--- src/rtl/burst_unalign_if.sv ---
// Handshake bundle between the write-path unaligner, the unit's output FIFO
// and the AXI write-data channel. The slave modport is the unaligner's view.
interface burst_unalign_if #(
    parameter int AXI_DATA_W = 32
);
    localparam int OFFSET_W = $clog2(AXI_DATA_W / 8);
    localparam int STRB_W   = AXI_DATA_W / 8;

    logic [OFFSET_W-1:0]   offset_i;
    logic                  start_i;
    logic [AXI_DATA_W-1:0] data_in_i;
    logic                  valid_in_i;
    logic                  last_in_i;
    logic                  ready_in_o;
    logic [AXI_DATA_W-1:0] data_out_o;
    logic [STRB_W-1:0]     strb_out_o;
    logic                  valid_out_o;
    logic                  last_out_o;
    logic                  ready_out_i;
    logic                  busy_o;

    modport slave (
        input  offset_i, start_i, data_in_i, valid_in_i, last_in_i, ready_out_i,
        output ready_in_o, data_out_o, strb_out_o, valid_out_o, last_out_o, busy_o
    );

    modport master (
        output offset_i, start_i, data_in_i, valid_in_i, last_in_i, ready_out_i,
        input  ready_in_o, data_out_o, strb_out_o, valid_out_o, last_out_o, busy_o
    );
endinterface

--- src/rtl/burst_unalign.sv ---
// Write-path unaligner: shifts word-aligned input data up to a destination
// byte offset, stitching each beat from the current word and the previous one,
// and emits one trailing flush beat for the residual bytes of an unaligned
// transfer. Data beats are combinational from the input (zero latency).
module burst_unalign #(
    parameter int AXI_DATA_W = 32
) (
    input  logic             clk_i,
    input  logic             rst_i,
    burst_unalign_if.slave   bus
);
    localparam int OFFSET_W = $clog2(AXI_DATA_W / 8);
    localparam int STRB_W   = AXI_DATA_W / 8;
    localparam int SH_W     = $clog2(AXI_DATA_W) + 1;

    typedef enum logic [1:0] {IDLE, FIRST, STREAM, FLUSH} state_t;

    state_t                state_q, state_d;
    logic [OFFSET_W-1:0]   off_q, off_d;
    logic [AXI_DATA_W-1:0] stored_q, stored_d;

    logic [SH_W-1:0]       sh_up;
    logic [SH_W-1:0]       sh_dn;
    logic [AXI_DATA_W-1:0] up_word;
    logic [AXI_DATA_W-1:0] carry_word;

    logic                  ready_in;
    logic                  valid_out;
    logic                  last_out;
    logic [AXI_DATA_W-1:0] data_out;
    logic [STRB_W-1:0]     strb_out;

    // Shift amounts in bits; the carry term is forced to zero at offset 0 so
    // the previous word is never shifted by the full data width.
    assign sh_up      = SH_W'({off_q, 3'b000});
    assign sh_dn      = SH_W'(AXI_DATA_W) - sh_up;
    assign up_word    = bus.data_in_i << sh_up;
    assign carry_word = (off_q == '0) ? '0 : (stored_q >> sh_dn);

    // Next-state and beat generation; start_i overrides everything and blanks
    // both handshakes for its cycle.
    always_comb begin
        state_d   = state_q;
        off_d     = off_q;
        stored_d  = stored_q;
        ready_in  = 1'b0;
        valid_out = 1'b0;
        last_out  = 1'b0;
        data_out  = '0;
        strb_out  = '0;

        if (bus.start_i) begin
            state_d  = FIRST;
            off_d    = bus.offset_i;
            stored_d = '0;
        end else begin
            case (state_q)
                FIRST, STREAM: begin
                    ready_in  = bus.ready_out_i;
                    valid_out = bus.valid_in_i;
                    if (state_q == FIRST) begin
                        data_out = up_word;
                        strb_out = {STRB_W{1'b1}} << off_q;
                    end else begin
                        data_out = up_word | carry_word;
                        strb_out = {STRB_W{1'b1}};
                    end
                    last_out = bus.valid_in_i && bus.last_in_i && (off_q == '0);
                    if (bus.valid_in_i && bus.ready_out_i) begin
                        stored_d = bus.data_in_i;
                        if (bus.last_in_i) begin
                            state_d = (off_q == '0) ? IDLE : FLUSH;
                        end else begin
                            state_d = STREAM;
                        end
                    end
                end
                FLUSH: begin
                    valid_out = 1'b1;
                    last_out  = 1'b1;
                    data_out  = carry_word;
                    strb_out  = (STRB_W'(1) << off_q) - STRB_W'(1);
                    if (bus.ready_out_i) begin
                        state_d = IDLE;
                    end
                end
                default: begin
                end
            endcase
        end

        // Bus is quiet whenever no beat is offered.
        if (!valid_out) begin
            data_out = '0;
            strb_out = '0;
        end
    end

    // State, latched offset and previous-word registers.
    always_ff @(posedge clk_i or posedge rst_i) begin
        if (rst_i) begin
            state_q  <= IDLE;
            off_q    <= '0;
            stored_q <= '0;
        end else begin
            state_q  <= state_d;
            off_q    <= off_d;
            stored_q <= stored_d;
        end
    end

    assign bus.ready_in_o  = ready_in;
    assign bus.valid_out_o = valid_out;
    assign bus.last_out_o  = last_out;
    assign bus.data_out_o  = data_out;
    assign bus.strb_out_o  = strb_out;
    assign bus.busy_o      = (state_q != IDLE);
endmodule

--- src/flat_wrapper.sv ---
// flat-port wrapper written by rule: the top's interface ports become plain ports
module burst_unalign_flat 
#(
    parameter int AXI_DATA_W = 32
)
  (clk_i, rst_i, bus_offset_i, bus_start_i, bus_data_in_i, bus_valid_in_i, bus_last_in_i, bus_ready_out_i, bus_ready_in_o, bus_data_out_o, bus_strb_out_o, bus_valid_out_o, bus_last_out_o, bus_busy_o);
  burst_unalign_if #(.AXI_DATA_W(AXI_DATA_W)) bus_i ();
  input  logic clk_i;
  input  logic rst_i;
  input wire logic [$bits(bus_i.offset_i)-1:0] bus_offset_i;
  input wire logic [$bits(bus_i.start_i)-1:0] bus_start_i;
  input wire logic [$bits(bus_i.data_in_i)-1:0] bus_data_in_i;
  input wire logic [$bits(bus_i.valid_in_i)-1:0] bus_valid_in_i;
  input wire logic [$bits(bus_i.last_in_i)-1:0] bus_last_in_i;
  input wire logic [$bits(bus_i.ready_out_i)-1:0] bus_ready_out_i;
  output wire logic [$bits(bus_i.ready_in_o)-1:0] bus_ready_in_o;
  output wire logic [$bits(bus_i.data_out_o)-1:0] bus_data_out_o;
  output wire logic [$bits(bus_i.strb_out_o)-1:0] bus_strb_out_o;
  output wire logic [$bits(bus_i.valid_out_o)-1:0] bus_valid_out_o;
  output wire logic [$bits(bus_i.last_out_o)-1:0] bus_last_out_o;
  output wire logic [$bits(bus_i.busy_o)-1:0] bus_busy_o;
  assign bus_i.offset_i = bus_offset_i;
  assign bus_i.start_i = bus_start_i;
  assign bus_i.data_in_i = bus_data_in_i;
  assign bus_i.valid_in_i = bus_valid_in_i;
  assign bus_i.last_in_i = bus_last_in_i;
  assign bus_i.ready_out_i = bus_ready_out_i;
  assign bus_ready_in_o = bus_i.ready_in_o;
  assign bus_data_out_o = bus_i.data_out_o;
  assign bus_strb_out_o = bus_i.strb_out_o;
  assign bus_valid_out_o = bus_i.valid_out_o;
  assign bus_last_out_o = bus_i.last_out_o;
  assign bus_busy_o = bus_i.busy_o;
  burst_unalign #(.AXI_DATA_W(AXI_DATA_W)) u_core (.clk_i(clk_i), .rst_i(rst_i), .bus(bus_i));
endmodule
--- config.mk ---
export PLATFORM = sky130hd
export DESIGN_NAME = burst_unalign_flat
export DESIGN_NICKNAME = d
export VERILOG_FILES = /design/src/rtl/burst_unalign_if.sv /design/src/rtl/burst_unalign.sv /design/src/flat_wrapper.sv
export SDC_FILE = /design/constraint.sdc
export NUM_CORES = 1
export LEC_CHECK = 0
export ABC_AREA = 1
export BUFFER_PORTS_ARGS = -buffer_cell sky130_fd_sc_hd__buf_2
export CAP_MARGIN = 5
export CORE_ASPECT_RATIO = 1.5
export CORE_MARGIN = 2
export CORE_UTILIZATION = 45
export CTS_BUF_LIST = sky130_fd_sc_hd__clkbuf_16
export DETAILED_ROUTE_END_ITERATION = 6
export GPL_TIMING_DRIVEN = 0
export PLACE_DENSITY = 0.69
export SYNTH_ARGS = -nofsm -noshare
export SYNTH_HDL_FRONTEND = slang
export SYNTH_SLANG_ARGS = --single-unit
--- constraint.sdc ---
create_clock -name clk_i -period 2.5 [get_ports clk_i]
set_input_delay 0.25 -clock clk_i [delete_from_list [all_inputs] [get_ports clk_i]]
set_output_delay 0.25 -clock clk_i [all_outputs]
set_load 0.01 [all_outputs]
==> flow_summary_export.csv <==
group,metric,value,unit
floorplanning,boundaryPins,80,
power_and_ir_drop,vdd_drop_max,0.726,mV
sta,final_hold_viol_count,0,
routing,ant_nets,0,
global_route,grt_antenna_before_repair,0,
cells_and_area,fin_cells,731,
sta,finalCritPeriodShare,98.0,%
setup_path,critPathKind,"reg -> out",
sta,tightest_slew,0.816,ns
floorplanning,die_area,0.00806,mm^2
clock_network,cts_buffers,5,
synthesis,synth_xor_area_share,0,%
setup_path,cpMaxStageDelayCell,"dfrtp_1",
clock_network,root_buffer,"clkbuf_16",
setup_path,cp_data_required_time,2.25,ns
setup_path,cp_cell_sequence,"buf_6 > inv_8 > buf_12 > ha_4 > buf_6 > clkinv_8 > nand2_4 > a21oi_4 > buf_6 > nand2_1 > a21oi_2 > buf_2",
placed_design,gp_congestion,0.978,
power_and_ir_drop,finalPower,3710,uW
run,drv_cap,0,
synthesis,synth_top_area_cell,"dfrtp_1",
floorplanning,die-width,74.0,um
setup_path,worst_path_most_repeated_cell,"buf_6",
hold_path,hp-class,"in -> async",
status,outcome,"completed",
synthesis,syn_area_per_cell,6.22,um^2
floorplanning,die_y,109,um
setup_path,startpoint_type,"flip-flop",
global_route,grt.overflow.total,0,
cells_and_area,area_growth,29.1,%
setup_path,end_kind,"output pin",
cells_and_area,stdcell_area,0.00427,mm^2
synthesis,synth_fp_nets,581,
routing,wl_per_cell,17.8,um
setup_path,regToRegStartpoint,"u_core.state_q[1]",
clock_network,clock_latency,0.29,ns
sta,fin_setup_tns,0,ns
power_and_ir_drop,p_per_area,870,mW/mm^2
sta,clock.fmax,0.408,GHz
global_route,grt_pass1_wl,20400,um
routing,drtIter0Drc,426,
clock_network,cts_buffer_depth,2,
sta,period_needed,2.45,ns
routing,finalWirelength,13000,um
clock_network,cts_tree,"yes",
synthesis,muxShareOfSynthArea,0,%
clock_network,clock-sinks,36,
sta,fin_skew,0.00778,ns
synthesis,yosysSeqAreaShare,27.3,%
floorplanning,coreArea,0.00718,mm^2
synthesis,yosysUniqueCellTypes,24,
synthesis,synth_top_area_share,27.3,%
synthesis,ys_seq_elements,36,
placed_design,placed_area,0.00382,mm^2
synthesis,synth_area_leaders,"dfrtp_1 27%, nand2_1 24%, nand3_1 18%",
synthesis,synth_area,0.00330,mm^2
synthesis,synthAdderAreaFrac,3.79,%
sta,holdWs,0.124,ns
floorplanning,fp-row-count,38,
sta,setup_viol,0,
synthesis,synth_edf_count,0,
synthesis,synth_compound_area_share,12.8,%
setup_path,crit_buf_inv,7,
synthesis,synth.most_common_cell,"nand2_1",
synthesis,synth_top_family_by_area,"simple AND/OR/NAND/NOR gates",
synthesis,synth-main-ff-cell,"dfrtp_1",
placed_design,hpwl,9630,um
placed_design,io_buffers,78,
setup_path,crit_family,"buffers and inverters",
synthesis,synth_warnings,0,
synthesis,synth-async-reset-ratio,100,%
cells_and_area,layout-drive-gt1-share,28.5,%
power_and_ir_drop,leakagePower,0.00217,uW
clock_network,path_clk_slew,0.06,ns
cells_and_area,fill_cells,718,
synthesis,yosys.area_share.simple,46.9,%
cells_and_area,diodes,0,
placed_design,dpl.cell_count,709,
setup_path,cp-startpoint,"u_core.off_q[1]",
routing,num_vias,4165,
clock_network,h-tree-depth,2,
setup_path,cp_slowest_stage_delay,0.39,ns
routing,via_per_inst,5.70,
routing,drc,0,
cells_and_area,seq_area,902,um^2
routing,drtPass1Iterations,5,
synthesis,ys_top_cells_by_count,"212 x nand2_1, 121 x nand3_1, 36 x dfrtp_1",
sta,slew_headroom,45.5,%
sta,slew_violations,0,
synthesis,postSynthCellCount,531,
cells_and_area,fin_nets,680,
floorplanning,start_util,46.0,%
setup_path,critical_path_peak_fanout,9,
global_route,grt_usage,33.5,%
global_route,first_global_vias,3996,
cells_and_area,multi_input_area,0.00215,mm^2
setup_path,worstPathArrival,2.20,ns
global_route,grt_max_degree,37,
[layer usage]
| layer | part of all wire, % | global-route usage, % | up-vias |
|---|---|---|---|
| li1 | - | - | 1934 |
| met1 | 38 | 39.5 | 1910 |
| met2 | 49 | 56.8 | 251 |
| met3 | 7.8 | 4.53 | 70 |
| met4 | 5.7 | 19.1 | 0 |
| met5 | 0 | 0 | - |
[report_power, final]
group	internal (uW)	leakage [uW]	switching, uW
clock network	673	0.000104	265
logic	707	0.00158	1320
registers	668	0.000488	78.7
total	2050	0.00217	1660
[cells in the final DEF, fill, tap and decap left out, types with 3 or more instances in the layout]
master     count
buf_4         16
inv_1         19
clkbuf_1       9
buf_2         91
nand3_1      119
inv_2          5
buf_6          9
dfrtp_1       35
bufinv_16      3
o21ai_0       23
ha_1           7
nand2_1      210
clkbuf_16      5
nor2_1        11
a21oi_2       23
nand3_2        8
a21oi_1       14
[registers in the layout, summed over array words and instances (netlist names)]
signal,flops
u_core.state_q,2
u_core.off_q,2
u_core.stored_q,32
[kinds of logic (layout without fill, tap and decap cells)]
family / count (synthesis) / count (layout)
AOI/OAI and AO/OA: 64 / 64
and+or+nand+nor: 357 / 357
adders and majority gates: 10 / 10
DFF: 36 / 36
buffers and inverters: 64 / 164
[repair_timing]
item | in CTS | in global routing
hold buffers | 0 | 0
buffers inserted | 7 | 7
pin swaps | 1 | 5
gates resized for setup | 21 | 15
gates cloned | 1 | 0
endpoints found under the setup margin | 33 | 28
[path summary, 6_finish.rpt]
| path | endpoint | slack [ns] | cells after the start |
|---|---|---|---|
| hold reg to reg | u_core.stored_q[0] | 0.48 | 2 |
| hold / removal | u_core.stored_q[28] | 0.12 | 2 |
| max in group asynchronous | u_core.off_q[0] | 1.82 | 2 |
| setup / recovery | bus_data_out_o[20] | 0.05 | 12 |
| min in group clk_i | u_core.off_q[1] | 0.17 | 3 |
| setup reg to reg | u_core.stored_q[20] | 0.51 | 8 |
[stage by stage]
step	util, %	worst slack, ns
floorplan	-	0.222
global placement	53.2	-0.479
detailed placement	53.2	-0.514
CTS	57.9	0.00101
global route	59.4	-0.0388
finish	59.4	0.0493
[area by class of cell]
type                            instances  area share, %
Buffer                                 36           5.54
Timing Repair Buffer                   93           12.1
Clock buffer                            5           2.93
Multi-Input combinational cell        431           50.3
Clock inverter                          3           2.11
Inverter                               27           2.96
Sequential cell                        36           21.1
Tap cell                              100           2.93
Note: power is estimated with default switching activity, not from simulation.
